### src/rtl/fifo_wr_arbiter.sv
// rtl/fifo_wr_arbiter.sv - round-robin FIFO write-port arbiter; burst locking enabled by FIFO_WR_ARB_BURST_EN
module fifo_wr_arbiter #(
    parameter int NREQ      = 4,
    parameter int DATA_SIZE = 8,
    parameter int MAX_BURST = 4
) (
    input  logic                      wclk,
    input  logic                      wrst_n,
    input  logic [NREQ-1:0]           req_valid,
    input  logic [NREQ*DATA_SIZE-1:0] req_data,
    input  logic [NREQ-1:0]           req_last,
    output logic [NREQ-1:0]           req_ready,
    input  logic                      wfull,
    output logic                      winc,
    output logic [DATA_SIZE-1:0]      wdata,
    output logic [NREQ-1:0]           grant,
    output logic [$clog2(NREQ)-1:0]   grant_id,
    output logic                      busy
);

    localparam int ID_W = $clog2(NREQ);
    localparam int BC_W = $clog2(MAX_BURST + 1);

    logic [ID_W-1:0] rr_ptr;
    logic            locked;
    logic [ID_W-1:0] owner;
    logic [BC_W-1:0] beat_cnt;

    logic [ID_W-1:0] sel;
    logic            has_sel;
    logic            xfer;
    logic            burst_continue;
    logic [ID_W-1:0] rr_next;
    int              idx;

    // Pick the requester: the lock owner if a burst is in progress, else the
    // first valid requester in circular order starting at rr_ptr.
    always_comb begin
        has_sel = 1'b0;
        sel     = '0;
        idx     = 0;
        if (locked) begin
            has_sel = 1'b1;
            sel     = owner;
        end else begin
            for (int k = 0; k < NREQ; k++) begin
                idx = int'(rr_ptr) + k;
                if (idx >= NREQ) begin
                    idx = idx - NREQ;
                end
                if (!has_sel && req_valid[idx]) begin
                    has_sel = 1'b1;
                    sel     = ID_W'(idx);
                end
            end
        end
    end

    // Drive the write port and handshake; everything is held at zero while reset is asserted.
    always_comb begin
        xfer      = wrst_n & has_sel & req_valid[sel] & ~wfull;
        winc      = xfer;
        req_ready = '0;
        grant     = '0;
        grant_id  = '0;
        wdata     = '0;
        busy      = locked & wrst_n;
        if (xfer) begin
            req_ready[sel] = 1'b1;
        end
        if (wrst_n && has_sel) begin
            grant[sel] = 1'b1;
            grant_id   = sel;
            wdata      = req_data[int'(sel)*DATA_SIZE +: DATA_SIZE];
        end
    end

`ifdef FIFO_WR_ARB_BURST_EN
    // Keep the grant while the owner has not signalled last and has beats left.
    always_comb begin
        burst_continue = !req_last[sel] && ((int'(beat_cnt) + 1) < MAX_BURST);
    end
`else
    logic unused_last;
    assign unused_last = ^req_last;

    // Without bursting every word releases the grant.
    always_comb begin
        burst_continue = 1'b0;
    end
`endif

    // Explicit wrap so non-power-of-two requester counts rotate correctly.
    always_comb begin
        rr_next = (sel == ID_W'(NREQ - 1)) ? '0 : sel + 1'b1;
    end

    // Arbitration state advances only on a completed transfer.
    always_ff @(posedge wclk or negedge wrst_n) begin
        if (!wrst_n) begin
            rr_ptr   <= '0;
            locked   <= 1'b0;
            owner    <= '0;
            beat_cnt <= '0;
        end else if (xfer) begin
            if (burst_continue) begin
                locked   <= 1'b1;
                owner    <= sel;
                beat_cnt <= beat_cnt + 1'b1;
            end else begin
                locked   <= 1'b0;
                beat_cnt <= '0;
                rr_ptr   <= rr_next;
            end
        end
    end

endmodule

### config.mk
export PLATFORM = sky130hd
export DESIGN_NAME = fifo_wr_arbiter
export DESIGN_NICKNAME = d
export VERILOG_FILES = /design/src/rtl/fifo_wr_arbiter.sv
export SDC_FILE = /design/constraint.sdc
export NUM_CORES = 1
export LEC_CHECK = 0
export BUFFER_PORTS_ARGS = -buffer_cell sky130_fd_sc_hd__buf_2
export CAP_MARGIN = 30
export CORE_MARGIN = 5
export CORE_UTILIZATION = 32
export DETAILED_ROUTE_END_ITERATION = 10
export HOLD_SLACK_MARGIN = 0.02
export PLACE_DENSITY = 0.78
export SKIP_LAST_GASP = 1
export SLEW_MARGIN = 20
export SYNTH_ARGS = -nofsm -noshare
export SYNTH_HDL_FRONTEND = slang
export SYNTH_SLANG_ARGS = --single-unit
### constraint.sdc
create_clock -name wclk -period 2.5 [get_ports wclk]
set_input_delay 0.375 -clock wclk [delete_from_list [all_inputs] [get_ports wclk]]
set_output_delay 0.375 -clock wclk [all_outputs]
set_load 0.05 [all_outputs]
==> summary.md <==
| Metric | Value |
|---|---|
| Worst-path fanout max | 8 |
| CP Class | reg -> out |
| CP startpoint kind | register |
| Synthesis-to-finish area growth | 85.7% |
| Final setup margin | roughly 65 ps |
| WP data arrival | about 2100 ps |
| Largest net degree at the start of global routing | 10 |
| Relative slew slack | 0.662 |
| Largest reg by FF count | rr_ptr |
| Endpoints failing setup | 0 |
| DR vias/cell | just over 5 |
| Initial antenna violation count | 0 |
| Nets | 177 |
| # placed instances | 136 |
| H-tree depth | 1 |
| Final cycle utilization of the critical path | 0.974 |
| Gpl congestion | about 0.74 |
| Die area | around 2600 µm² |
| Tmin final | 2430 ps |
| Total power | roughly 0.84 mW |
| CTS Buf Count | 3 |
| Port Buffers | between 50 and 60 |
| Fmax | just over 400 MHz |
| Post-DRT Antenna Nets | 0 |
| Setup tns final | 0 ps |
| Hold Vio Cnt, Final | 0 |
| DRC | 0 |
| Filler cells | 138 |
| Yosys reg bits | 2 |
| R2r setup slk | approximately 560 ps |
| Die width | between 50 and 60 µm |
| Die H | roughly 51 µm |
| Cell area power density | about 840 nW/µm² |
| Number of flip-flops in the largest register | 2 |
| Clock-pin slew on the worst setup and hold paths | 30 ps |
| Req. time, crit path | 2120 ps |
| Setup WS pre-CTS | about 120 ps |
| Hold Path Class | in -> async |
| GRT Total Usage | 0.155 |
| Post-synthesis cell type count | 22 |
| Status | completed |
| Vias in the first global route | between 700 and 800 |
| Critical Path End Type | output pin |
| Worst-Skew Late Latency | about 230 ps |
| Drt initial violations | 5 |
| Top flop regs | rr_ptr: 2 flops |
| Layout cells sized above 1 | 0.602 |
| TritonCTS clock tree | built |
| Routed wire length per instance | roughly 14 µm |
| Skew final | about 0.6 ps |
| Hpwl dp | approximately 1600 µm |
| Syn nets | 112 |
| Number of core rows | 14 |
| Worst slew pin tran | ~510 ps |
| Length of the first detailed-routing pass in iterations | 4 |
| Final max-slew violation count | 0 |
| Gate Count Post-Synth | 65 |
| Clock sinks | 2 |
| Unrepaired setup endpoints after global routing | yes |
| CTS root buf | clkbuf_4 |
| # IOs | 63 |
| Synthesized area per cell | between 8 and 9 µm² |
| Congestion Overflow GR | 0 |
| Total of max-cap violations | 0 |
| Synthesized cell area | approximately 540 µm² |
| Sequential cell area fraction in the yosys report | 0.0935 |
| Core area | ~1500 µm² |
| Initial Util | 0.347 |
| Diode count | 0 |
| Peak supply drop | between 300 and 400 µV |
| Post-Layout Cell Count | between 100 and 150 |
| DR vias | roughly 730 |
| Clock Tree Buf Depth | 2 |
| First-pass GRT wire length | 3240 µm |
| Total Routed Length | approximately 2100 µm |
| Synth warn | 0 |
| Leakage | 0.558 nW |
## logic make-up after synthesis
| family | after synthesis | share of synthesized area |
|---|---|---|
| flip-flops | 2 | 0.0935 |
| adder cells (fa/ha/maj) | 4 | 0.0935 |
| buffers and inverters | 8 | 0.0841 |
| multiplexers | 17 | 0.320 |
| AND/OR/NAND/NOR | 17 | 0.175 |
| other | 1 | 0.00700 |
| AO/OA/AOI/OAI | 16 | 0.227 |
## worst paths after layout
check	startpoint	endpoint	depth (start not counted)
setup / recovery	rr_ptr[1]$_DFFE_PN0P_	wdata[6]	7
hold / removal	wrst_n	rr_ptr[1]$_DFFE_PN0P_	2
setup reg to reg	rr_ptr[1]$_DFFE_PN0P_	rr_ptr[1]$_DFFE_PN0P_	6
hold reg to reg	rr_ptr[1]$_DFFE_PN0P_	rr_ptr[1]$_DFFE_PN0P_	1
max in group asynchronous	wrst_n	rr_ptr[1]$_DFFE_PN0P_	2
min in group wclk	wfull	rr_ptr[0]$_DFFE_PN0P_	4
## Yosys cell counts
master | instances | area, µm²
buf_6 | 1 | 11.3
o21a_1 | 1 | 7.51
a21oi_1 | 2 | 10.0
nand2b_1 | 1 | 6.26
nand2_1 | 2 | 7.51
mux2i_1 | 16 | 160
nor2_1 | 3 | 11.3
and2_1 | 9 | 56.3
nor2b_1 | 2 | 12.5
dfrtp_1 | 2 | 50.1
a221oi_2 | 1 | 15.0
ha_1 | 4 | 50.1
a21o_1 | 1 | 7.51
buf_4 | 2 | 15.0
o22ai_1 | 8 | 50.1
mux2_1 | 1 | 11.3
o21ai_0 | 1 | 5.00
a311oi_2 | 1 | 15.0
conb_1 | 1 | 3.75
inv_1 | 4 | 15.0
clkbuf_1 | 1 | 3.75
o41a_1 | 1 | 11.3
## report_power, final
| group | total (mW) | internal (mW) | switching [mW] | leakage, nW |
|---|---|---|---|---|
| Sequential | 0.0620 | 0.0473 | 0.0147 | 0.0216 |
| Clock | 0.0733 | 0.0531 | 0.0202 | 0.0138 |
| Combinational | 0.703 | 0.284 | 0.419 | 0.522 |
| Total | 0.839 | 0.385 | 0.454 | 0.558 |
## cell type report
cell class / count / area (µm²) / share of cell area
Tap cell: 16 / 20.0 / 0.0201
Sequential cell: 2 / 51.3 / 0.0516
Multi-Input combinational cell: 55 / 488 / 0.491
Timing Repair Buffer: 64 / 398 / 0.400
Inverter: 4 / 15.0 / 0.0151
Clock buffer: 3 / 22.5 / 0.0226
## critical path, stage by stage (launching register included)
cell and delay (ps):
dfrtp_2 420, nor2b_4 130, o21a_1 190, a311oi_4 340
buf_6 220, mux2i_2 240, o22ai_1 100, buf_4 190
## cell usage in the layout (no fill, tap or decap)
cell type | Yosys | layout
inv_2 | 0 | 1
dlygate4sd3_1 | 0 | 1
mux2i_1 | 16 | 14
o41a_1 | 1 | 1
buf_6 | 1 | 6
buf_4 | 2 | 12
nor2_1 | 3 | 3
and2_1 | 9 | 9
a311oi_4 | 0 | 1
ha_2 | 0 | 2
dfrtp_2 | 0 | 1
buf_2 | 0 | 43
a221oi_4 | 0 | 1
ha_1 | 4 | 2
conb_1 | 1 | 1
mux2_1 | 1 | 1
dfrtp_1 | 2 | 1
o22ai_1 | 8 | 8
a21oi_1 | 2 | 2
nand2b_1 | 1 | 1
inv_1 | 4 | 3
o21ai_0 | 1 | 1
a21o_1 | 1 | 1
clkbuf_4 | 0 | 5
nor2b_4 | 0 | 1
nand2_2 | 0 | 2
mux2i_2 | 0 | 2
nor2b_1 | 2 | 1
o21a_1 | 1 | 1
## routing by layer
metal	vias to the layer above	routed length (µm)	track usage
met5	-	0	0
met4	0	11	0.0383
met3	2	123	0.0320
met2	23	1190	0.285
met1	340	744	0.180
li1	363	-	-
## timing repair
action                                  4_1_cts  5_1_grt
resized for setup                             6       37
hold buffers                                  1        0
setup buffers                                 0        3
endpoints found under the setup margin        8       14
endpoints found under the hold margin         2        0
pin swaps                                     1        3
cloned                                        1        0
## through the flow
step / cell area (µm²) / hold WS, ps / utilization
final: 995 / 497 / 0.645
after global routing: 995 / 505 / 0.645
after CTS: 898 / 494 / 0.583
after detailed placement: 837 / 178 / 0.543
after global placement: 837 / 174 / 0.543
after floorplan: 536 / 79.4 / -
Note: power is estimated with default switching activity, not from simulation.
